File: config.mk
export PLATFORM = sky130hd
export DESIGN_NAME = icache_data_ctrl_flat
export DESIGN_NICKNAME = d
export VERILOG_FILES = /design/src/rtl/icache_data_ctrl_pkg.sv /design/src/rtl/icache_data_ctrl_if.sv /design/src/rtl/icache_data_ctrl.sv /design/src/flat_wrapper.sv
export SDC_FILE = /design/constraint.sdc
export NUM_CORES = 1
export LEC_CHECK = 0
export CAP_MARGIN = 20
export CELL_PAD_IN_SITES_DETAIL_PLACEMENT = 1
export CELL_PAD_IN_SITES_GLOBAL_PLACEMENT = 2
export CORE_AREA = 3 3 339 341
export CTS_CLUSTER_DIAMETER = 200
export DETAILED_ROUTE_END_ITERATION = 8
export DIE_AREA = 0 0 342 344
export GPL_TIMING_DRIVEN = 0
export PLACE_DENSITY_LB_ADDON = 0.1
export REMOVE_ABC_BUFFERS = 1
export SLEW_MARGIN = 20
export SYNTH_ARGS = -nofsm -noshare
export SYNTH_HDL_FRONTEND = slang
export SYNTH_SLANG_ARGS = --single-unit
File: constraint.sdc
create_clock -name clk -period 1.52 [get_ports clk]
set_clock_uncertainty 0.1 [all_clocks]
set_input_delay 0.228 -clock clk [delete_from_list [all_inputs] [get_ports clk]]
set_output_delay 0.228 -clock clk [all_outputs]
set_load 0.01 [all_outputs]
File: src/rtl/icache_data_ctrl_pkg.sv
// Shared constants, fill FSM state type and the beat-to-byte-mask helper
// for the instruction-cache data SRAM controller.
package icache_data_ctrl_pkg;

  localparam int SETS       = 16;
  localparam int LINE_W     = 256;
  localparam int BEAT_W     = 64;
  localparam int BEATS      = LINE_W / BEAT_W;
  localparam int ADDR_W     = $clog2(SETS);
  localparam int MASK_W     = LINE_W / 8;
  localparam int BEAT_BYTES = BEAT_W / 8;
  localparam int CNT_W      = $clog2(BEATS);

  typedef enum logic {
    F_IDLE  = 1'b0,
    F_BURST = 1'b1
  } fill_state_e;

  // Byte-lane write mask covering beat k of a line.
  function automatic logic [MASK_W-1:0] beat_mask(input logic [CNT_W-1:0] k);
    beat_mask = MASK_W'({BEAT_BYTES{1'b1}}) << (BEAT_BYTES * k);
  endfunction

endpackage

File: src/rtl/icache_data_ctrl_if.sv
// Bundle of the read client, fill client and SRAM port signals of the
// icache data controller; slave is the controller side.
interface icache_data_ctrl_if;
  import icache_data_ctrl_pkg::*;

  logic              rd_valid;
  logic              rd_ready;
  logic [ADDR_W-1:0] rd_set;
  logic              rd_resp_valid;
  logic              rd_resp_ready;
  logic [LINE_W-1:0] rd_resp_data;

  logic              fill_valid;
  logic              fill_ready;
  logic [ADDR_W-1:0] fill_set;
  logic [BEAT_W-1:0] fill_data;
  logic              fill_done;

  logic              sram_csb;
  logic              sram_web;
  logic [MASK_W-1:0] sram_wmask;
  logic [ADDR_W-1:0] sram_addr;
  logic [LINE_W-1:0] sram_din;
  logic [LINE_W-1:0] sram_dout;

  modport slave (
    input  rd_valid, rd_set, rd_resp_ready,
    input  fill_valid, fill_set, fill_data,
    input  sram_dout,
    output rd_ready, rd_resp_valid, rd_resp_data,
    output fill_ready, fill_done,
    output sram_csb, sram_web, sram_wmask, sram_addr, sram_din
  );

  modport master (
    output rd_valid, rd_set, rd_resp_ready,
    output fill_valid, fill_set, fill_data,
    output sram_dout,
    input  rd_ready, rd_resp_valid, rd_resp_data,
    input  fill_ready, fill_done,
    input  sram_csb, sram_web, sram_wmask, sram_addr, sram_din
  );

endinterface

File: src/rtl/icache_data_ctrl.sv
// Arbitrates fetch reads and 4-beat line fills onto the single-port data SRAM.
// Optional ICACHE_DATA_CTRL_SKID_EN adds a response hold register so a stalled read response no longer blocks fills.
module icache_data_ctrl
  import icache_data_ctrl_pkg::*;
(
  input  logic              clk,
  input  logic              rst_n,
  icache_data_ctrl_if.slave bus
);

  fill_state_e       r_fstate;
  logic [CNT_W-1:0]  r_beat;
  logic [ADDR_W-1:0] r_set;
  logic              r_resp_valid;
  logic              r_fill_done;

  logic              w_stall;
  logic              w_fill_blk;
  logic              w_rd_ready;
  logic              w_fill_ready;
  logic              w_rd_fire;
  logic              w_fill_fire;
  logic [ADDR_W-1:0] w_fill_addr;
  logic [LINE_W-1:0] w_din_rep;
  logic [LINE_W-1:0] w_resp_data;

  logic              w_csb;
  logic              w_web;
  logic [MASK_W-1:0] w_wmask;
  logic [ADDR_W-1:0] w_addr;
  logic [LINE_W-1:0] w_din;

  // A pending, unaccepted response must not see the SRAM output move.
  assign w_stall = r_resp_valid && !bus.rd_resp_ready;

`ifdef ICACHE_DATA_CTRL_SKID_EN
  assign w_fill_blk = 1'b0;
`else
  assign w_fill_blk = w_stall;
`endif

  assign w_fill_ready = rst_n && !w_fill_blk;
  assign w_rd_ready   = rst_n && !w_stall && !bus.fill_valid && (r_fstate == F_IDLE);
  assign w_fill_fire  = bus.fill_valid && w_fill_ready;
  assign w_rd_fire    = bus.rd_valid && w_rd_ready;
  assign w_fill_addr  = (r_fstate == F_IDLE) ? bus.fill_set : r_set;

  generate
    for (genvar gi = 0; gi < BEATS; gi++) begin : g_din_rep
      assign w_din_rep[gi*BEAT_W +: BEAT_W] = bus.fill_data;
    end
  endgenerate

  always_comb begin
    w_csb   = 1'b1;
    w_web   = 1'b1;
    w_wmask = '0;
    w_addr  = '0;
    w_din   = '0;
    if (w_fill_fire) begin
      w_csb   = 1'b0;
      w_web   = 1'b0;
      w_wmask = beat_mask(r_beat);
      w_addr  = w_fill_addr;
      w_din   = w_din_rep;
    end else if (w_rd_fire) begin
      w_csb   = 1'b0;
      w_addr  = bus.rd_set;
    end
  end

  // Fill FSM: set latched on beat 0, counter returns to 0 after the last beat.
  always_ff @(posedge clk or negedge rst_n) begin
    if (!rst_n) begin
      r_fstate    <= F_IDLE;
      r_beat      <= '0;
      r_set       <= '0;
      r_fill_done <= 1'b0;
    end else begin
      r_fill_done <= 1'b0;
      case (r_fstate)
        F_IDLE: begin
          if (w_fill_fire) begin
            r_set    <= bus.fill_set;
            r_beat   <= CNT_W'(1);
            r_fstate <= F_BURST;
          end
        end
        F_BURST: begin
          if (w_fill_fire) begin
            r_beat <= r_beat + CNT_W'(1);
            if (r_beat == CNT_W'(BEATS - 1)) begin
              r_fstate    <= F_IDLE;
              r_fill_done <= 1'b1;
            end
          end
        end
        default: r_fstate <= F_IDLE;
      endcase
    end
  end

  always_ff @(posedge clk or negedge rst_n) begin
    if (!rst_n) begin
      r_resp_valid <= 1'b0;
    end else if (w_rd_fire) begin
      r_resp_valid <= 1'b1;
    end else if (bus.rd_resp_ready) begin
      r_resp_valid <= 1'b0;
    end
  end

`ifdef ICACHE_DATA_CTRL_SKID_EN
  logic              r_resp_first;
  logic [LINE_W-1:0] r_hold;

  // SRAM output is only trusted in the first response cycle; later cycles replay the copy.
  always_ff @(posedge clk or negedge rst_n) begin
    if (!rst_n) begin
      r_resp_first <= 1'b0;
      r_hold       <= '0;
    end else begin
      r_resp_first <= w_rd_fire;
      if (r_resp_first) begin
        r_hold <= bus.sram_dout;
      end
    end
  end

  assign w_resp_data = r_resp_first ? bus.sram_dout : r_hold;
`else
  assign w_resp_data = bus.sram_dout;
`endif

  assign bus.rd_ready      = w_rd_ready;
  assign bus.fill_ready    = w_fill_ready;
  assign bus.rd_resp_valid = r_resp_valid;
  assign bus.rd_resp_data  = w_resp_data;
  assign bus.fill_done     = r_fill_done;
  assign bus.sram_csb      = w_csb;
  assign bus.sram_web      = w_web;
  assign bus.sram_wmask    = w_wmask;
  assign bus.sram_addr     = w_addr;
  assign bus.sram_din      = w_din;

endmodule

File: src/flat_wrapper.sv
// flat-port wrapper written by rule: the top's interface ports become plain ports
module icache_data_ctrl_flat import icache_data_ctrl_pkg::*;
  (clk, rst_n, bus_rd_valid, bus_rd_set, bus_rd_resp_ready, bus_fill_valid, bus_fill_set, bus_fill_data, bus_sram_dout, bus_rd_ready, bus_rd_resp_valid, bus_rd_resp_data, bus_fill_ready, bus_fill_done, bus_sram_csb, bus_sram_web, bus_sram_wmask, bus_sram_addr, bus_sram_din);
  icache_data_ctrl_if bus_i ();
  input  logic clk;
  input  logic rst_n;
  input wire logic [$bits(bus_i.rd_valid)-1:0] bus_rd_valid;
  input wire logic [$bits(bus_i.rd_set)-1:0] bus_rd_set;
  input wire logic [$bits(bus_i.rd_resp_ready)-1:0] bus_rd_resp_ready;
  input wire logic [$bits(bus_i.fill_valid)-1:0] bus_fill_valid;
  input wire logic [$bits(bus_i.fill_set)-1:0] bus_fill_set;
  input wire logic [$bits(bus_i.fill_data)-1:0] bus_fill_data;
  input wire logic [$bits(bus_i.sram_dout)-1:0] bus_sram_dout;
  output wire logic [$bits(bus_i.rd_ready)-1:0] bus_rd_ready;
  output wire logic [$bits(bus_i.rd_resp_valid)-1:0] bus_rd_resp_valid;
  output wire logic [$bits(bus_i.rd_resp_data)-1:0] bus_rd_resp_data;
  output wire logic [$bits(bus_i.fill_ready)-1:0] bus_fill_ready;
  output wire logic [$bits(bus_i.fill_done)-1:0] bus_fill_done;
  output wire logic [$bits(bus_i.sram_csb)-1:0] bus_sram_csb;
  output wire logic [$bits(bus_i.sram_web)-1:0] bus_sram_web;
  output wire logic [$bits(bus_i.sram_wmask)-1:0] bus_sram_wmask;
  output wire logic [$bits(bus_i.sram_addr)-1:0] bus_sram_addr;
  output wire logic [$bits(bus_i.sram_din)-1:0] bus_sram_din;
  assign bus_i.rd_valid = bus_rd_valid;
  assign bus_i.rd_set = bus_rd_set;
  assign bus_i.rd_resp_ready = bus_rd_resp_ready;
  assign bus_i.fill_valid = bus_fill_valid;
  assign bus_i.fill_set = bus_fill_set;
  assign bus_i.fill_data = bus_fill_data;
  assign bus_i.sram_dout = bus_sram_dout;
  assign bus_rd_ready = bus_i.rd_ready;
  assign bus_rd_resp_valid = bus_i.rd_resp_valid;
  assign bus_rd_resp_data = bus_i.rd_resp_data;
  assign bus_fill_ready = bus_i.fill_ready;
  assign bus_fill_done = bus_i.fill_done;
  assign bus_sram_csb = bus_i.sram_csb;
  assign bus_sram_web = bus_i.sram_web;
  assign bus_sram_wmask = bus_i.sram_wmask;
  assign bus_sram_addr = bus_i.sram_addr;
  assign bus_sram_din = bus_i.sram_din;
  icache_data_ctrl u_core (.clk(clk), .rst_n(rst_n), .bus(bus_i));
endmodule
Yosys cells after proc, flatten, opt, wreduce, memory -nomap -nowiden
Index checks and enable logic that the tools add are counted.

Add/sub/neg operators: 1. Eq/ne operators: 3. Shift operators: 1. Multiplexer cells: 20. Bitwise gates (word level): 1. Reduce and logical (&&, ||, !) cells: 12.

Operator list (count): $mux 256 (1); $mux 32 (1); $shl 8x5->32 const A (1); $mux 4 (3); $mux 1 (11); $logic_and 1x1->1 (6); $mux 2 (2); $pmux 2 s2 (1); $reduce_and 2->1 (2); $logic_not 1->1 (3); $add 2x1->2 const B (1); $eq 2x2->1 const B (1); $ne 2x1->1 const B (1); $ne 2x2->1 const B (1); $pmux 1 s2 (1); $reduce_bool 2->1 (1); $not 1->1 (1).

Bits in registers: 9. Bits of input ports: 333. Output and inout port bits: 554. Word-level logic and storage cells: 43.

Logic depth before layout (Yosys ltp)
Gate-level depths: netlist of the first run.

Depth after elaboration: 9. Gate-level depth with buffers: 5. Depth with buffers taken out: 4.

Worst setup path after synthesis of the first run
No wires, ideal clock.

Path type: register -> output. Start: register u_core.r_resp_valid, in the netlist u_core.bus.rd_resp_valid. End: output port bus_sram_wmask[10]. Arrival time: 1.349 ns. Required time: 1.192 ns. Slack: -0.157 ns. Cell stages (with the launch flop): 6. Path buffers: 3. Cells stage by stage: dfrtp_1 nand2b_1 buf_4 clkbuf_1 and3_1 buf_4.

Word-level cells in the longest chain between the ends: 5.

RTL lines: start: declaration (RTL line icache_data_ctrl.sv:14) `logic r_resp_valid;`; start signal: assignment (RTL line icache_data_ctrl.sv:105) `r_resp_valid <= 1'b0;`; start signal: assignment (RTL line icache_data_ctrl.sv:107) `r_resp_valid <= 1'b1;`; start signal: assignment (RTL line icache_data_ctrl.sv:109) `r_resp_valid <= 1'b0;`; $logic_and 1x1->1 (RTL line icache_data_ctrl.sv:34) `assign w_stall = r_resp_valid && !bus.rd_resp_ready;`; $logic_not 1->1 (RTL line icache_data_ctrl.sv:42) `assign w_fill_ready = rst_n && !w_fill_blk;`; $logic_and 1x1->1 (RTL line icache_data_ctrl.sv:42); $logic_and 1x1->1 (RTL line icache_data_ctrl.sv:44) `assign w_fill_fire = bus.fill_valid && w_fill_ready;`; $mux 32 (RTL line icache_data_ctrl.sv:60) `if (w_fill_fire) begin`; end: declaration (RTL line flat_wrapper.sv:21) `output wire logic [$bits(bus_i.sram_wmask)-1:0] bus_sram_wmask;`.

Every way passes these cells.

Worst setup path after layout of the first run
Start: register u_core.r_resp_valid, in the netlist u_core.bus.rd_resp_valid. End: output port bus_sram_din[93].

Word-level cells in the longest chain between the ends: 5.

RTL lines: $logic_and 1x1->1 (RTL line icache_data_ctrl.sv:34); $logic_not 1->1 (RTL line icache_data_ctrl.sv:42); $logic_and 1x1->1 (RTL line icache_data_ctrl.sv:42); $logic_and 1x1->1 (RTL line icache_data_ctrl.sv:44); $mux 256 (RTL line icache_data_ctrl.sv:60); end: declaration (RTL line flat_wrapper.sv:23) `output wire logic [$bits(bus_i.sram_din)-1:0] bus_sram_din;`.

Every way passes these cells.

==> metrics, run 1 <==
initial core utilization 0.04119; Post-Synth Simple-Gate Area 0.1108; FF-to-FF Start u_core.bus.rd_resp_valid$_DFFE_PN0P_; Setup crit start kind flop; vias in the first global route 4860; H-tree Lvls 1; Max Cap Viol 0; yosys warns 0; design area between 10000 and 15000 um^2; core area 112200 um^2; critical path class flop to output port; Root Driver clkbuf_16; worst hold path depth 4; worst reg2reg setup slack -0.11 ns; Synth Area in XOR/XNOR 0; Main synth FF type dfrtp_1; Final Max Slew Viols 0; Hold Path Class primary input to flop; post-route ant nets 0; CP most frequent cell buf_12; Routed wire per std cell 63.62 um; outcome finished with violations; mux contribution to synthesized area 0.01841; Yosys reg bits 9; most common cell after layout, fill and taps aside buf_6; Final nets 1089; IO Pins 887; fin crit share 1.420; Longest Clk Path Bufs 2; clock sink count 9; synthesis-to-finish area growth 127.5%; slowest stage cell, crit path dfrtp_1; Sum Neg Setup Slack -126.32 ns; Seq/Total Area, Yosys 0.04874; Yosys top cell area share 0.7750; Peak Freq roughly 0.46 GHz; CP max FO 4; Min-Delay Endpoint u_core.bus.rd_resp_valid$_DFFE_PN0P_; R2R depth 9; Final Non-Filler Cells 2252; Distinct cells, synth 26; RR Endpoint u_core.bus.fill_done$_DFF_PN0_; Hold Slack 0.3388 ns; Final min period 2.158 ns; Worst EP arrival 1.83 ns; failing checks negative setup slack; Rows 123; worst path cell trace nand2b_4 > buf_12 > buf_8 > buf_16 > buf_12 > buf_6 > and3_4 > buf_6 > buf_12; top area cells in the synthesized netlist buf_4, and3_1, dfrtp_1, ha_1, mux2_2; Final Worst Setup Slack -0.6379 ns; largest net degree at the start of global routing 29; share of cells above drive strength 1 0.8535; CTS Buf Count 3; most frequent cells in the layout buf_6, clkdlybuf4s50_1, and3_4; DR iter-0 viols between 300 and 400; RSZ-0062 raised after global routing true; Post-route DRC 0; clk_lat worst skew 0.24 ns; Lkg Pwr 4.416 nW; Hold Path Origin rst_n; Die Height 344 um; peak supply drop 0.2680 mV; mapped cell area 4621 um^2; Power Density 390.0 nW/um^2; GRT Util Overall 0.2341; Pre-antenna DRT Iters 4; EDFF count, synth 0; DP Area 6648 um^2; Adder-Cell Fraction of Synth Area 0.01083; TritonCTS clock tree yes; grt total ovfl 0; Fin. Hold Viols 0; vias post-DR between 5000 and 6000; crit end category output port; dpl cells 1997; Synth area leader buf_4; Least-Margin Pin Slew 0.5673 ns; antenna violations before repair 6; Chip Width 342 um; dpl ws -2.404 ns; largest family of logic cells by synthesized area buffers and inverters; port bufs 374; half-perimeter wire length after placement 128000 um; fraction of registers with async set/reset 1.000; Setup-failing EPs final a little over 300; Filler Cells Inserted 13107; die area 117600 um^2; compound-gate portion of the synthesized area 0.01219; Largest stage delay, worst path 0.40 ns; Syn Area/Cell 7.526 um^2; drt via density 2.302; post-synthesis cell count 614; gpl congestion 0.7870; DRT Wirelength approximately 140000 um; first-pass GRT wire length 155500 um; Worst Setup SP u_core.bus.rd_resp_valid$_DFFE_PN0P_; Slew Limit Headroom 0.6205; Req. time, crit path 1.19 ns; clock-pin slew on the worst setup and hold paths 0.04 ns
## routing by layer
layer  GRT usage  routed length, um  up-vias
li1            -                  -     1727
met1      0.1220              27840     2306
met2      0.4193              71590     1030
met3      0.2969              36750       94
met4     0.06472               5120       28
met5      0.1209               1983        -
## Yosys cell counts (2+ instances only)
| library cell | count |
|---|---|
| and3_1 | 68 |
| buf_2 | 2 |
| nor2_1 | 2 |
| buf_4 | 477 |
| nand2_1 | 3 |
| nand4_1 | 2 |
| dfrtp_1 | 9 |
| ha_1 | 4 |
| mux2i_1 | 4 |
| clkbuf_2 | 6 |
| o22ai_1 | 4 |
| clkbuf_1 | 7 |
| and2_1 | 3 |
| mux2_2 | 4 |
| inv_1 | 8 |
## sequential cells by signal (all words and copies together), names as in the netlist
name and cells:
u_core.r_fstate 1, u_core.bus.rd_resp_valid 1, u_core.r_beat 2, u_core.r_set 4, u_core.bus.fill_done 1
## worst max path at each step
stage / endpoint / slack [ns]
after floorplan: bus_sram_wmask[0] / -0.87
after global placement: bus_sram_din[198] / -4.37
after detailed placement: bus_sram_din[134] / -2.40
after CTS: bus_sram_din[80] / -0.81
after global routing: bus_sram_din[93] / -0.69
final: bus_sram_din[93] / -0.64
## cells by family after synthesis
kind of cell    count (synthesis)
buf+inv                       502
flops                           9
compound gates                  9
simple gates                   82
fa+ha+maj                       4
mux                             8
## critical path: cells and delay by family, from the launching register on
| kind | cells | cell delay (ns) |
|---|---|---|
| flops | 1 | 0.40 |
| simple gates | 2 | 0.37 |
| buf+inv | 7 | 0.81 |
## per-stage QoR
step / total power, mW / util
floorplan: 1.012 / -
global placement: 2.520 / 0.05867
detailed placement: 2.490 / 0.05925
CTS: 3.866 / 0.08450
global route: 4.374 / 0.09366
finish: 4.099 / 0.09368
## where the power goes
| group | internal, mW | total [mW] | switching [mW] |
|---|---|---|---|
| clock | 0.353 | 0.488 | 0.135 |
| combinational | 1.86 | 3.20 | 1.34 |
| sequential | 0.334 | 0.410 | 0.0757 |
## timing repair
action                                 in CTS  in global routing
setup endpoints to repair                 306                304
gates resized for setup                  1809                229
pin swaps                                  52                 18
endpoints found under the hold margin       9                  0
hold buffers                                1                  0
cloned                                      9                  1
setup buffers                             182                 77
## final cells by class
class,instances,area (um^2),share of cell area
multi-input combinational,103,1131,0.1076
clock buffer,4,78.83,0.007500
inverter,9,36.28,0.003452
sequential,9,229.0,0.02179
tap,1500,1877,0.1786
antenna,1,2.502,0.0002381
timing repair buffer,626,7156,0.6808
Note: power is estimated with default switching activity, not from simulation.
==> run 2, diff against run 1 <==
Settings changed: ABC_AREA set to 1, CORE_AREA 3 3 339 341 to 3 3 342 344, DIE_AREA 0 0 342 344 to 0 0 345 347.
==> run 2 against run 1 <==
The flow still finishes with violations (negative setup slack). Flip-flop and latch count is the same. Critical path depth is the same. Setup slack lost 0.076 ns. Non-clock buffer count shrank 116.
==> metrics, run 2 <==
Combinational Power Share 0.772; Hold Slack 0.3568 ns; GRT Util Overall 0.2003; yosys warns 0; grt total ovfl 0; most frequent cells in the layout buf_6, buf_4, clkdlybuf4s50_1; port bufs 374; most common library cells after synthesis buf_4, inv_1, nor2_1; Distinct cells, synth 17; Chip Width 345 um; IO Pins 887; post-synthesis cell count ~700; Fin. Hold Viols 0; DR iter-0 viols 286; clock power share 0.122; register area 227.7 um^2; Final nets 1066; Hold Path Origin bus_sram_dout[121]; CP max FO 7; first-pass GRT wire length around 140000 um; core area between 100000 and 150000 um^2; antenna violations before repair 5; Power Density 436.4 nW/um^2; outcome finished with violations; Worst EP arrival around 1.9 ns; register share of total power 0.107; Switch Pwr 1.645 mW; vias post-DR 4759; TritonCTS clock tree yes; Main synth FF type dfrtp_1; Longest Clk Path Bufs 2; multi-input logic area around 1200 um^2; Root Driver clkbuf_16; Int Pwr 2.288 mW; Max Cap Viol 0; Seq/Total Area, Yosys 0.04792; initial core utilization 0.04116; critical path class flop to output port; most common cell after layout, fill and taps aside buf_6; sw frac 0.4183; die area 119700 um^2; mapped cell area 4700 um^2; Die Height 347 um; FF-to-FF Start u_core.bus.rd_resp_valid$_DFFE_PN0P_; Lkg Pwr 3.792 nW; clock sink count 9; RSZ-0062 raised after global routing true; Yosys top cell area share 0.7620; Syn Area/Cell between 6 and 7 um^2; crit end category output port; R2R depth 9; Least-Margin Pin Slew 0.5637 ns; Hold Path Class primary input to output port; Post-route DRC 0; failing checks negative setup slack; worst reg2reg setup slack -0.26 ns; Slew Limit Headroom 0.6242; top-count cell post-synth buf_4; drt via density 2.122; Setup-failing EPs final 304; clock-pin slew on the worst setup and hold paths ~0.04 ns; CTS Buf Count 3; share of cells above drive strength 1 0.7170; Final min period 2.234 ns; synthesis-to-finish area growth 91.77%; clk_lat worst skew 0.24 ns; EDFF count, synth 0; DRT Wirelength roughly 120000 um; Filler Cells Inserted ~14000; Regs by FF count u_core.r_set (4), u_core.r_beat (2); RR Endpoint u_core.r_beat[1]$_DFFE_PN0P_; half-perimeter wire length after placement around 110000 um; Setup crit start kind flop; Pre-antenna DRT Iters 4; Routed wire per std cell around 56 um; dpl ws -2.888 ns; peak supply drop 0.2126 mV; post-route ant nets 0; Peak Freq 0.4476 GHz; gpl congestion 0.7798; Final Worst Setup Slack -0.7140 ns; Rows 124; Final Max Slew Viols 0; fraction of registers with async set/reset 1.000; Synth area leader buf_4; fin crit share 1.470; top area cells in the synthesized netlist buf_4, inv_1, nor2_1, dfrtp_1, nand2_1; CP endpoint bus_sram_din[65]; H-tree Lvls 1; max reg flops 4; vias in the first global route 4413; largest net degree at the start of global routing 13; Req. time, crit path 1.19 ns; Worst Setup SP u_core.bus.rd_resp_valid$_DFFE_PN0P_; Largest Register u_core.r_set; Yosys reg bits 9
-- run 2: kinds of logic after synthesis --
family,after synthesis,synth area share
AOI/OAI and AO/OA,3,0.003992
adders and majority gates,4,0.01065
buffers and inverters,561,0.8339
DFF,9,0.04792
and+or+nand+nor,121,0.1036
-- run 2: metal layers --
layer,wire length [um],part of all wire,GRT usage
met1,24530,0.20,0.1066
met3,35990,0.29,0.2851
met2,61400,0.49,0.3500
met5,1523,0.012,0.08477
met4,1455,0.012,0.01994
-- run 2: stage by stage --
stage          total power, mW  setup TNS [ns]  cells     util  area, um^2
6_report                 3.933         -172.13   2243  0.07892        9012
5_1_grt                  4.238         -193.50   2240  0.07886        9005
4_1_cts                  3.774         -168.53   2209  0.07437        8492
3_5_place_dp             2.508         -729.35   2099  0.05902        6739
3_3_place_gp             2.562        -1139.84   2098  0.05865        6698
2_1_floorplan            1.049         -287.64    212        -        1062
-- run 2: what timing repair did --
action | in CTS | in global routing
endpoints found under the hold margin | 9 | 0
setup endpoints to repair | 307 | 302
gates resized for setup | 1515 | 221
gates cloned | 7 | 0
hold buffers | 1 | 0
setup buffers | 98 | 47
pin swaps | 18 | 31
-- run 2: worst min-delay path by stage --
stage,endpoint,cells after the start
finish,bus_rd_resp_data[121],0
global route,bus_rd_resp_data[121],0
CTS,bus_rd_resp_data[121],0
detailed placement,bus_rd_resp_data[121],0
global placement,bus_rd_resp_data[121],0
floorplan,u_core.bus.fill_done$_DFF_PN0_,0
-- run 2: worst max-delay path, stage by stage (launching register included) --
cell and delay, ns:
dfrtp_2 0.42, a21oi_4 0.18, buf_12 0.14, nand2_8 0.09, buf_12 0.18, buf_16 0.14, buf_8 0.14, nor2_4 0.10
buf_12 0.14, buf_6 0.10
-- run 2: power groups by stage --
stage	Clock (mW)	Combinational [mW]	Sequential, mW
after CTS	0.498	2.85	0.420
after detailed placement	0	2.07	0.436
final	0.478	3.04	0.419
after floorplan	0	0.656	0.394
after global routing	0.510	3.29	0.440
after global placement	0	2.12	0.444
-- run 2: cell type report --
class,count,area share
Inverter,75,0.03138
Tap cell,1512,0.2099
Clock inverter,1,0.0005553
Antenna cell,3,0.0008330
Sequential cell,9,0.02527
Multi-Input combinational cell,130,0.1299
Timing Repair Buffer,510,0.5938
Clock buffer,3,0.008330
